[config.mk]
export PLATFORM = sky130hd
export DESIGN_NAME = vector_output_serializer
export DESIGN_NICKNAME = d
export VERILOG_FILES = /design/src/rtl/vector_io_pkg.sv /design/src/rtl/vector_fifo.sv /design/src/rtl/vector_output_serializer.sv
export SDC_FILE = /design/constraint.sdc
export NUM_CORES = 1
export LEC_CHECK = 0
export BUFFER_PORTS_ARGS = -buffer_cell sky130_fd_sc_hd__buf_2
export CAP_MARGIN = 20
export CORE_MARGIN = 2
export CORE_UTILIZATION = 40
export DETAILED_ROUTE_END_ITERATION = 6
export GPL_TIMING_DRIVEN = 1
export SLEW_MARGIN = 20
export SYNTH_ARGS = -nofsm -noshare
export SYNTH_HDL_FRONTEND = slang
export SYNTH_SLANG_ARGS = --single-unit
[constraint.sdc]
create_clock -name clock -period 4.3 [get_ports clock]
set_clock_uncertainty 0.05 [all_clocks]
set_input_delay 0.43 -clock clock [delete_from_list [all_inputs] [get_ports clock]]
set_output_delay 0.43 -clock clock [all_outputs]
set_load 0.03 [all_outputs]
[src/rtl/vector_io_pkg.sv]
// ---------------------------------------------------------------------------
// vector_io_pkg
// Shared types and default sizes for the vector output serializer slice.
//   element_t    : one vector element at the default element width
//   ser_state_t  : serializer FSM state (IDLE, SEND)
//   VIO_*        : default parameter values used by the top level
//   vio_cnt_w()  : width of an occupancy counter able to hold 0..depth
// ---------------------------------------------------------------------------
package vector_io_pkg;

  localparam int VIO_DATA_WIDTH  = 16;
  localparam int VIO_VECTOR_SIZE = 6;
  localparam int VIO_FIFO_DEPTH  = 4;

  typedef logic [VIO_DATA_WIDTH-1:0] element_t;

  typedef enum logic {
    IDLE = 1'b0,
    SEND = 1'b1
  } ser_state_t;

  // A counter covering 0..depth inclusive needs one bit more than the pointer.
  function automatic int vio_cnt_w(input int depth);
    return $clog2(depth) + 1;
  endfunction

endpackage

[src/rtl/vector_fifo.sv]
// ---------------------------------------------------------------------------
// vector_fifo
// Synchronous FIFO holding whole vectors (one entry = one CPU result).
// Ports:
//   i_clk    : rising-edge clock
//   i_rst_n  : asynchronous active-low reset (pointers and count only)
//   i_push   : write i_data this edge (accepted if not full, or popping)
//   i_data   : vector to store
//   i_pop    : remove head this edge (ignored when empty)
//   o_data   : current head entry (valid when !o_empty)
//   o_full   : DEPTH entries stored
//   o_empty  : no entries stored
//   o_count  : number of stored entries, 0..DEPTH
// DEPTH must be a power of two so the pointers wrap naturally.
// ---------------------------------------------------------------------------
module vector_fifo
  import vector_io_pkg::*;
#(
  parameter int WIDTH = 96,
  parameter int DEPTH = 4
) (
  input  logic                        i_clk,
  input  logic                        i_rst_n,
  input  logic                        i_push,
  input  logic [WIDTH-1:0]            i_data,
  input  logic                        i_pop,
  output logic [WIDTH-1:0]            o_data,
  output logic                        o_full,
  output logic                        o_empty,
  output logic [vio_cnt_w(DEPTH)-1:0] o_count
);

  localparam int PTR_W = $clog2(DEPTH);
  localparam int CNT_W = vio_cnt_w(DEPTH);

  logic [WIDTH-1:0] r_mem [DEPTH];
  logic [PTR_W-1:0] r_wr_ptr;
  logic [PTR_W-1:0] r_rd_ptr;
  logic [CNT_W-1:0] r_count;

  logic w_do_push;
  logic w_do_pop;

  assign o_full  = (r_count == CNT_W'(DEPTH));
  assign o_empty = (r_count == '0);
  assign o_count = r_count;
  assign o_data  = r_mem[r_rd_ptr];

  // A push into a full FIFO is still legal when the head leaves the same edge.
  assign w_do_pop  = i_pop && !o_empty;
  assign w_do_push = i_push && (!o_full || w_do_pop);

  // Storage carries no reset; only entries below r_count are ever observed.
  always_ff @(posedge i_clk) begin
    if (w_do_push) begin
      r_mem[r_wr_ptr] <= i_data;
    end
  end

  always_ff @(posedge i_clk or negedge i_rst_n) begin
    if (!i_rst_n) begin
      r_wr_ptr <= '0;
      r_rd_ptr <= '0;
      r_count  <= '0;
    end else begin
      if (w_do_push) begin
        r_wr_ptr <= r_wr_ptr + PTR_W'(1);
      end
      if (w_do_pop) begin
        r_rd_ptr <= r_rd_ptr + PTR_W'(1);
      end
      case ({w_do_push, w_do_pop})
        2'b10:   r_count <= r_count + CNT_W'(1);
        2'b01:   r_count <= r_count - CNT_W'(1);
        default: r_count <= r_count;
      endcase
    end
  end

endmodule

[src/rtl/vector_output_serializer.sv]
// ---------------------------------------------------------------------------
// vector_output_serializer
// Buffers flagged CPU result vectors and replays each one element per beat
// on a valid/ready stream, so a slow sink never stalls the CPU while FIFO
// space remains.
// Ports:
//   clock         : rising-edge system clock
//   reset         : asynchronous active-low reset
//   vectorIn      : CPU result bus, element k at [k*DATA_WIDTH +: DATA_WIDTH]
//   vectorValid   : one vector offered per high cycle
//   elementData   : element currently presented
//   elementValid  : elementData is valid
//   elementReady  : sink accepts the current beat
//   elementIndex  : index of the presented element within its vector
//   elementLast   : presented element is the final one of its vector
//   fifoCount     : vectors waiting in the FIFO (hold register excluded)
//   overflow      : sticky, a vector arrived while the FIFO was full
//   clearOverflow : synchronous clear of overflow
//   busy          : a vector is being sent or is waiting
// VECTOR_SIZE must be at least 2; FIFO_DEPTH a power of two, at least 2.
// ---------------------------------------------------------------------------
module vector_output_serializer
  import vector_io_pkg::*;
#(
  parameter int DATA_WIDTH  = VIO_DATA_WIDTH,
  parameter int VECTOR_SIZE = VIO_VECTOR_SIZE,
  parameter int FIFO_DEPTH  = VIO_FIFO_DEPTH
) (
  input  logic                               clock,
  input  logic                               reset,
  input  logic [VECTOR_SIZE*DATA_WIDTH-1:0]  vectorIn,
  input  logic                               vectorValid,
  output logic [DATA_WIDTH-1:0]              elementData,
  output logic                               elementValid,
  input  logic                               elementReady,
  output logic [$clog2(VECTOR_SIZE)-1:0]     elementIndex,
  output logic                               elementLast,
  output logic [vio_cnt_w(FIFO_DEPTH)-1:0]   fifoCount,
  output logic                               overflow,
  input  logic                               clearOverflow,
  output logic                               busy
);

  localparam int VEC_W = VECTOR_SIZE * DATA_WIDTH;
  localparam int IDX_W = $clog2(VECTOR_SIZE);
  localparam int CNT_W = vio_cnt_w(FIFO_DEPTH);
  localparam logic [IDX_W-1:0] LAST_IDX = IDX_W'(VECTOR_SIZE - 1);

  ser_state_t       r_state;
  ser_state_t       w_state_nxt;
  logic [VEC_W-1:0] r_hold;
  logic [IDX_W-1:0] r_index;
  logic             r_overflow;

  logic [VEC_W-1:0]      w_head;
  logic                  w_full;
  logic                  w_empty;
  logic [CNT_W-1:0]      w_count;
  logic                  w_fire;
  logic                  w_at_last;
  logic                  w_pop;
  logic                  w_push;
  logic                  w_drop;
  logic [DATA_WIDTH-1:0] w_elem;

  vector_fifo #(
    .WIDTH (VEC_W),
    .DEPTH (FIFO_DEPTH)
  ) u_fifo (
    .i_clk   (clock),
    .i_rst_n (reset),
    .i_push  (w_push),
    .i_data  (vectorIn),
    .i_pop   (w_pop),
    .o_data  (w_head),
    .o_full  (w_full),
    .o_empty (w_empty),
    .o_count (w_count)
  );

  assign w_at_last = (r_index == LAST_IDX);
  assign w_fire    = (r_state == SEND) && elementReady;

  // A full FIFO still takes the new vector when the head moves to hold now.
  assign w_push = vectorValid && (!w_full || w_pop);
  assign w_drop = vectorValid && w_full && !w_pop;

  always_ff @(posedge clock or negedge reset) begin
    if (!reset) begin
      r_state <= IDLE;
    end else begin
      r_state <= w_state_nxt;
    end
  end

  always_comb begin
    w_state_nxt = r_state;
    w_pop       = 1'b0;
    case (r_state)
      IDLE: begin
        if (!w_empty) begin
          w_pop       = 1'b1;
          w_state_nxt = SEND;
        end
      end
      SEND: begin
        // Back-to-back vectors: reload hold on the last beat, no idle cycle.
        if (w_fire && w_at_last) begin
          if (!w_empty) begin
            w_pop = 1'b1;
          end else begin
            w_state_nxt = IDLE;
          end
        end
      end
      default: begin
        w_state_nxt = IDLE;
      end
    endcase
  end

  // Hold register and index only move on a pop or an accepted beat, which
  // keeps data/index/last frozen while the sink stalls.
  always_ff @(posedge clock or negedge reset) begin
    if (!reset) begin
      r_hold  <= '0;
      r_index <= '0;
    end else if (w_pop) begin
      r_hold  <= w_head;
      r_index <= '0;
    end else if (w_fire) begin
      r_index <= w_at_last ? '0 : r_index + IDX_W'(1);
    end
  end

  // Drop detection wins over a same-cycle clear so no loss goes unreported.
  always_ff @(posedge clock or negedge reset) begin
    if (!reset) begin
      r_overflow <= 1'b0;
    end else if (w_drop) begin
      r_overflow <= 1'b1;
    end else if (clearOverflow) begin
      r_overflow <= 1'b0;
    end
  end

  // Element mux written with constant slices only.
  always_comb begin
    w_elem = '0;
    for (int k = 0; k < VECTOR_SIZE; k++) begin
      if (r_index == IDX_W'(k)) begin
        w_elem = r_hold[k*DATA_WIDTH +: DATA_WIDTH];
      end
    end
  end

  assign elementData  = w_elem;
  assign elementValid = (r_state == SEND);
  assign elementIndex = r_index;
  assign elementLast  = (r_state == SEND) && w_at_last;
  assign fifoCount    = w_count;
  assign overflow     = r_overflow;
  assign busy         = (r_state != IDLE) || (w_count != '0);

endmodule

-- Yosys cells after proc, flatten, opt, wreduce, memory -nomap -nowiden
Memory sizes are Yosys's and may differ from the RTL's. A register that Yosys moved wholly into a read port is not among the register bits.
Index checks and enable logic that the tools add are counted.
- RAM bits: 384
- word-level logic and storage cells: 61
- memories: 1
- input port bits: 101
- register bits: 12
- $add $sub $neg: 5
- reductions and logical operators: 21
- muxes and demuxes: 19
- bitwise gates (word level): 1
- eq/ne operators: 8
- memory list (name ; depth ; bits a word ; rd ports ; clocked after Yosys merged registers in ; write ports ; line ; text):
    u_fifo.r_mem ; 4 ; 96 ; 1 ; 1 ; 1 ; vector_fifo.sv:36 ; logic [WIDTH-1:0] r_mem [DEPTH];
- operators with widths (cell ; number):
    2-to-1 mux 16 bit ; 6
    == test 3 bit (second input constant) ; 3
    2-to-1 mux 3 bit ; 3
    logical AND 1 bit ; 8
    2-to-1 mux 1 bit ; 7
    adder 3 x 1 -> 3 bit (second input constant) ; 2
    == test 3 x 2 -> 1 bit (second input constant) ; 2
    zero test 3 bit ; 2
    case mux 3 bit (2 select lines) ; 1
    nonzero test 2 bit ; 3
    adder 2 x 1 -> 2 bit (second input constant) ; 2
    zero test 1 bit ; 4
    case mux 1 bit (2 select lines) ; 2
    == test 3 x 1 -> 1 bit (second input constant) ; 1
    logical OR 1 bit ; 3
    nonzero test 3 bit ; 1
    subtractor 3 x 1 -> 3 bit (second input constant) ; 1
    == test 2 x 1 -> 1 bit (second input constant) ; 1
    == test 2 bit (second input constant) ; 1
    inverter 1 bit ; 1

-- Logic depth before layout (Yosys ltp)
- depth after elaboration: 9
- depth in mapped cells: 10
- mapped depth without buffers: 9

-- By module
Synthesis repeated with hierarchy kept, for this count alone.
- cell total of the unflattened synthesis: 892
- area total of the unflattened synthesis: 18876.9 sq um
- by module, submodules not included (module ; sequential area each (sq um) ; cells each ; area an instance (sq um) ; instances):
    vector_fifo ; 11706.2 ; 540 ; 14252.4 ; 1
    vector_output_serializer ; 2527.4 ; 352 ; 4624.4 ; 1

-- Worst setup path after synthesis
Ideal clock, no wire load.
- path kind: register to register
- start point: reg r_index[2], in the netlist elementIndex[2]
- end point: mem u_fifo.r_mem[2][0] (enable)
- data required time: 3.784 ns
- arrival: 3.569 ns
- path buffers: 0
- clock period less this slack: 4.084 ns
- cell stages (with the launch flop): 4
- setup slack: 0.216 ns
- setup time: 0.466 ns
- cells stage by stage: dfrtp_1 -> nand4b_4 -> a41oi_1 -> and2_1
- cells in the longest elaborated chain, start to end: 9
- elaborated cells between the ends (all ways): 11
- those cells by class: 1 x eq/ne; 4 x mux; 6 x reduce/logical
- RTL lines (what ; line ; text):
    start: declaration ; vector_output_serializer.sv:52 ; logic [IDX_W-1:0] r_index;
    start signal: assignment ; vector_output_serializer.sv:132 ; r_index <= w_at_last ? '0 : r_index + IDX_W'(1);
    == test 3 bit * ; vector_output_serializer.sv:81 ; assign w_at_last = (r_index == LAST_IDX);
    logical AND 1 bit * ; vector_output_serializer.sv:108 ; if (w_fire && w_at_last) begin
    2-to-1 mux 1 bit * ; vector_output_serializer.sv:108 ;
    case mux 1 bit (2 select lines) * ; vector_output_serializer.sv:99 ; case (r_state)
    logical OR 1 bit / logical AND 1 bit (equally long branches) ; vector_output_serializer.sv:85, vector_fifo.sv:50 ;
    logical AND 1 bit / logical OR 1 bit (equally long branches) ; vector_output_serializer.sv:85, vector_fifo.sv:51 ;
    logical AND 1 bit * ; vector_fifo.sv:51 ; assign w_do_push = i_push && (!o_full || w_do_pop);
    2-to-1 mux 1 bit * ; vector_fifo.sv:55 ; if (w_do_push) begin
    2-to-1 mux 1 bit (implied by the code) * ; vector_fifo.sv:56 ; r_mem[r_wr_ptr] <= i_data;
    end: declaration ; vector_fifo.sv:36 ;
Every way passes the cells marked *; elsewhere a longest branch is shown, timed or not.

-- Final worst setup path
- start point: reg r_index[0], in the netlist elementIndex[0]
- end point: out elementData[8]
- cells in the longest elaborated chain, start to end: 7
- elaborated cells between the ends (all ways): 12
- those cells by class: 5 x eq/ne; 6 x mux; 1 x reduce/logical
- RTL lines (what ; line ; text):
    zero test 3 bit ; vector_output_serializer.sv:151 ; if (r_index == IDX_W'(k)) begin
    2-to-1 mux 16 bit (5 in a row) ; vector_output_serializer.sv:151 ;
    2-to-1 mux 16 bit * ; vector_output_serializer.sv:151 ;
    end: declaration ; vector_output_serializer.sv:33 ; output logic [DATA_WIDTH-1:0] elementData,
Marks and branches as above.

==> reports/results.ini <==
[grt]
antenna_found_initial=2
grt_overflow=0
grt_usage=0.1711
grt_pass1_vias=9612
grt_pass1_wl_um=62310
grt_max_degree=98

[critical_path]
crit_chain=buf_4 -> nand2b_1 -> o21ai_0 -> o221ai_1 -> buf_2
start_kind=flop
slowest_delay_ns=0.64
critical_path_class=flop to output port
crit_path_max_fanout=34
worstPathRequired_ns=3.82
worst_path_max_delay_cell=nand2b_1
cpLargestDelayFamily=buffers and inverters
cp-end-kind=output port
critical_path_buf_inv_count=2
arrival_ns=3.05

[flow_run]
maxCapViolCount=0

[clock_tree]
clock-root-buffer=clkbuf_16
clk_path_buf_depth=3
cts_tree=yes
cts_buffers=50
h-tree-depth=2
clkSlewWorstSetupHoldPaths_ns=0.06
cts_hold_buffers=37
cts.sinks=492
cts.repair.resized=0
post-cts-setup-buffer-count=0
clock_latency_ns=0.58

[detailed_routing]
drc=16
drt.antenna.violating_nets=0
drt-wirelength-per-cell_um=24.02
viasPerCell=5.320
drtIter0Drc=769
vias=9187
drtPass1Iterations=7
drt-total-wl_um=41490

[sta]
min_period_over_period=0.8218
holdWs_ns=0.02815
fin_setup_tns_ns=0
finalSetupViolations=0
fin_crit_ns=3.534
finalMaxSlewViolations=0
rsz0062_at_grt=no
finalHoldViolCount=0
worstMarginPinSlew_ns=0.9464
slew_headroom=0.3691
max_freq_mhz=283.0

[synthesis]
synth_xor_area_frac=0.003235
synthAdderAreaFrac=0.005017
synth-edff-count=384
async_reset_ff_frac=0.2195
synth-simple-area-share=0.01604
synth_compound_area_frac=0.02284
yosysUniqueCellTypes=35
ys_seq_area_frac=0.7510
syn_area_um2=18950
synth_top_family_by_area=multiplexers
avgSynthCellArea_um2=21.32
synth_ff_type=edfxtp_1
synthesis.nets=997
synthCells=889
ys_ff_latch=492
synth_mux_area_frac=0.1848
ys_warn_count=0

[cells_and_area]
drive_gt1_frac=0.3727
nNetsFinal=1187
final_cell_area_um2=22250
area_growth_pct=17.40
utilization=0.4769
fin_cells=1727

[place]
placed_area_um2=20340
dpl.hpwl_um=25980
port_buffers=126
gp_congestion=0.7310
dp.cells=1597

[pwr]
clock_power_share=0.257
power_density_nw_per_um2=717.8
comb_power_share=0.291
p_leak_nw=7.895
p_sw_frac=0.3136
seqPwrFrac=0.452
p_int_w=0.01096
switchingPower_w=0.005008
ir_drop_mv=0.4209

[hold_path]
hold_class=input pin to flop

[status]
status=complete, but fails checks
violations=DRC

[floorplanning]
core-area_um2=46650
initial_core_util=0.4062
die_area_um2=49140
die_h_um=221.7
io_pins=127
die_x_um=221.7
rows=79

-- power by group through the flow --
stage / clock [W] / combinational, W / sequential [W]
after floorplan: 0 / 0.00340 / 0.00698
after global placement: 0 / 0.00467 / 0.00730
after detailed placement: 0 / 0.00470 / 0.00733
after CTS: 0.00420 / 0.00475 / 0.00724
after global routing: 0.00438 / 0.00498 / 0.00734
final: 0.00410 / 0.00465 / 0.00722
-- layout make-up --
type	count	area, µm²
fillers	3922	24400
multi-input cells	339	4405
well taps	607	759.5
flip-flops and latches	492	14240
inverters	10	37.54
repair buffers	186	1264
clock buffers	80	1445
clock inverters	12	93.84
diodes	1	2.502
-- per-stage QoR --
| step | worst slack, ns | total power (W) |
|---|---|---|
| 2_1_floorplan | 0.2158 | 0.01038 |
| 3_3_place_gp | 1.395 | 0.01196 |
| 3_5_place_dp | 1.327 | 0.01203 |
| 4_1_cts | 0.7734 | 0.01620 |
| 5_1_grt | 0.5923 | 0.01670 |
| 6_report | 0.7665 | 0.01597 |
-- Yosys cell counts (all sizes together), types with 6 or more instances --
library cell,count,area share
a2bb2oi,17,0.0079
ha,6,0.0040
dfrtp,108,0.14
inv,10,0.0020
buf,27,0.011
o21ai,19,0.0050
nand3,16,0.0042
clkbuf,21,0.0042
mux2,97,0.061
o221ai,16,0.0074
mux4,96,0.11
nand2,7,0.0014
nor2,19,0.0038
mux2i,18,0.0095
edfxtp,384,0.61
-- cell usage in the layout (no fill, tap or decap), types with 19 or more instances in the layout --
master / netlist / layout
buf_2: 13 / 125
nor2_1: 19 / 19
o21ai_0: 19 / 19
clkbuf_16: 0 / 51
mux4_2: 96 / 96
dlygate4sd3_1: 0 / 37
dfrtp_1: 108 / 105
edfxtp_1: 384 / 384
mux2_2: 79 / 79
clkbuf_1: 21 / 23
-- layer usage --
| metal | wire (µm) | vias to the layer above | part of all wire | global-route usage |
|---|---|---|---|---|
| met4 | 970 | 0 | 0.023 | 0.05078 |
| met5 | 0 | - | 0 | 0 |
| met1 | 18570 | 4867 | 0.45 | 0.2496 |
| met2 | 19800 | 273 | 0.48 | 0.2683 |
| met3 | 2142 | 61 | 0.052 | 0.02558 |
| li1 | - | 3986 | - | - |
-- worst paths after layout --
check,from,to,slack [ns],cells after the start
setup / recovery,elementIndex[0],elementData[8],0.77,5
setup reg to reg,elementIndex[1],u_fifo.r_mem[2][86],1.36,5
hold / removal,vectorIn[76],u_fifo.r_mem[2][76],0.03,1
hold reg to reg,r_hold[41],r_hold[41],0.46,1
min in group asynchronous,reset,u_fifo.o_count[1],0.33,2
max in group asynchronous,reset,r_hold[15],2.88,3
-- sequential cells by signal, indices dropped and copies added (netlist names) --
signal and flops:
u_fifo.r_mem 384, u_fifo.o_count 3, elementIndex 3, r_hold 96, u_fifo.r_wr_ptr 2, elementValid 1, u_fifo.r_rd_ptr 2, overflow 1
-- kinds of logic (layout without fill, tap and decap cells) --
logic type,after synthesis,in the layout
other cells,0,1
flops,492,492
buf+inv,58,288
mux,211,211
compound gates,57,57
fa+ha+maj,7,7
xor+xnor,7,7
simple gates,57,57
(Power assumes the default switching activity.)
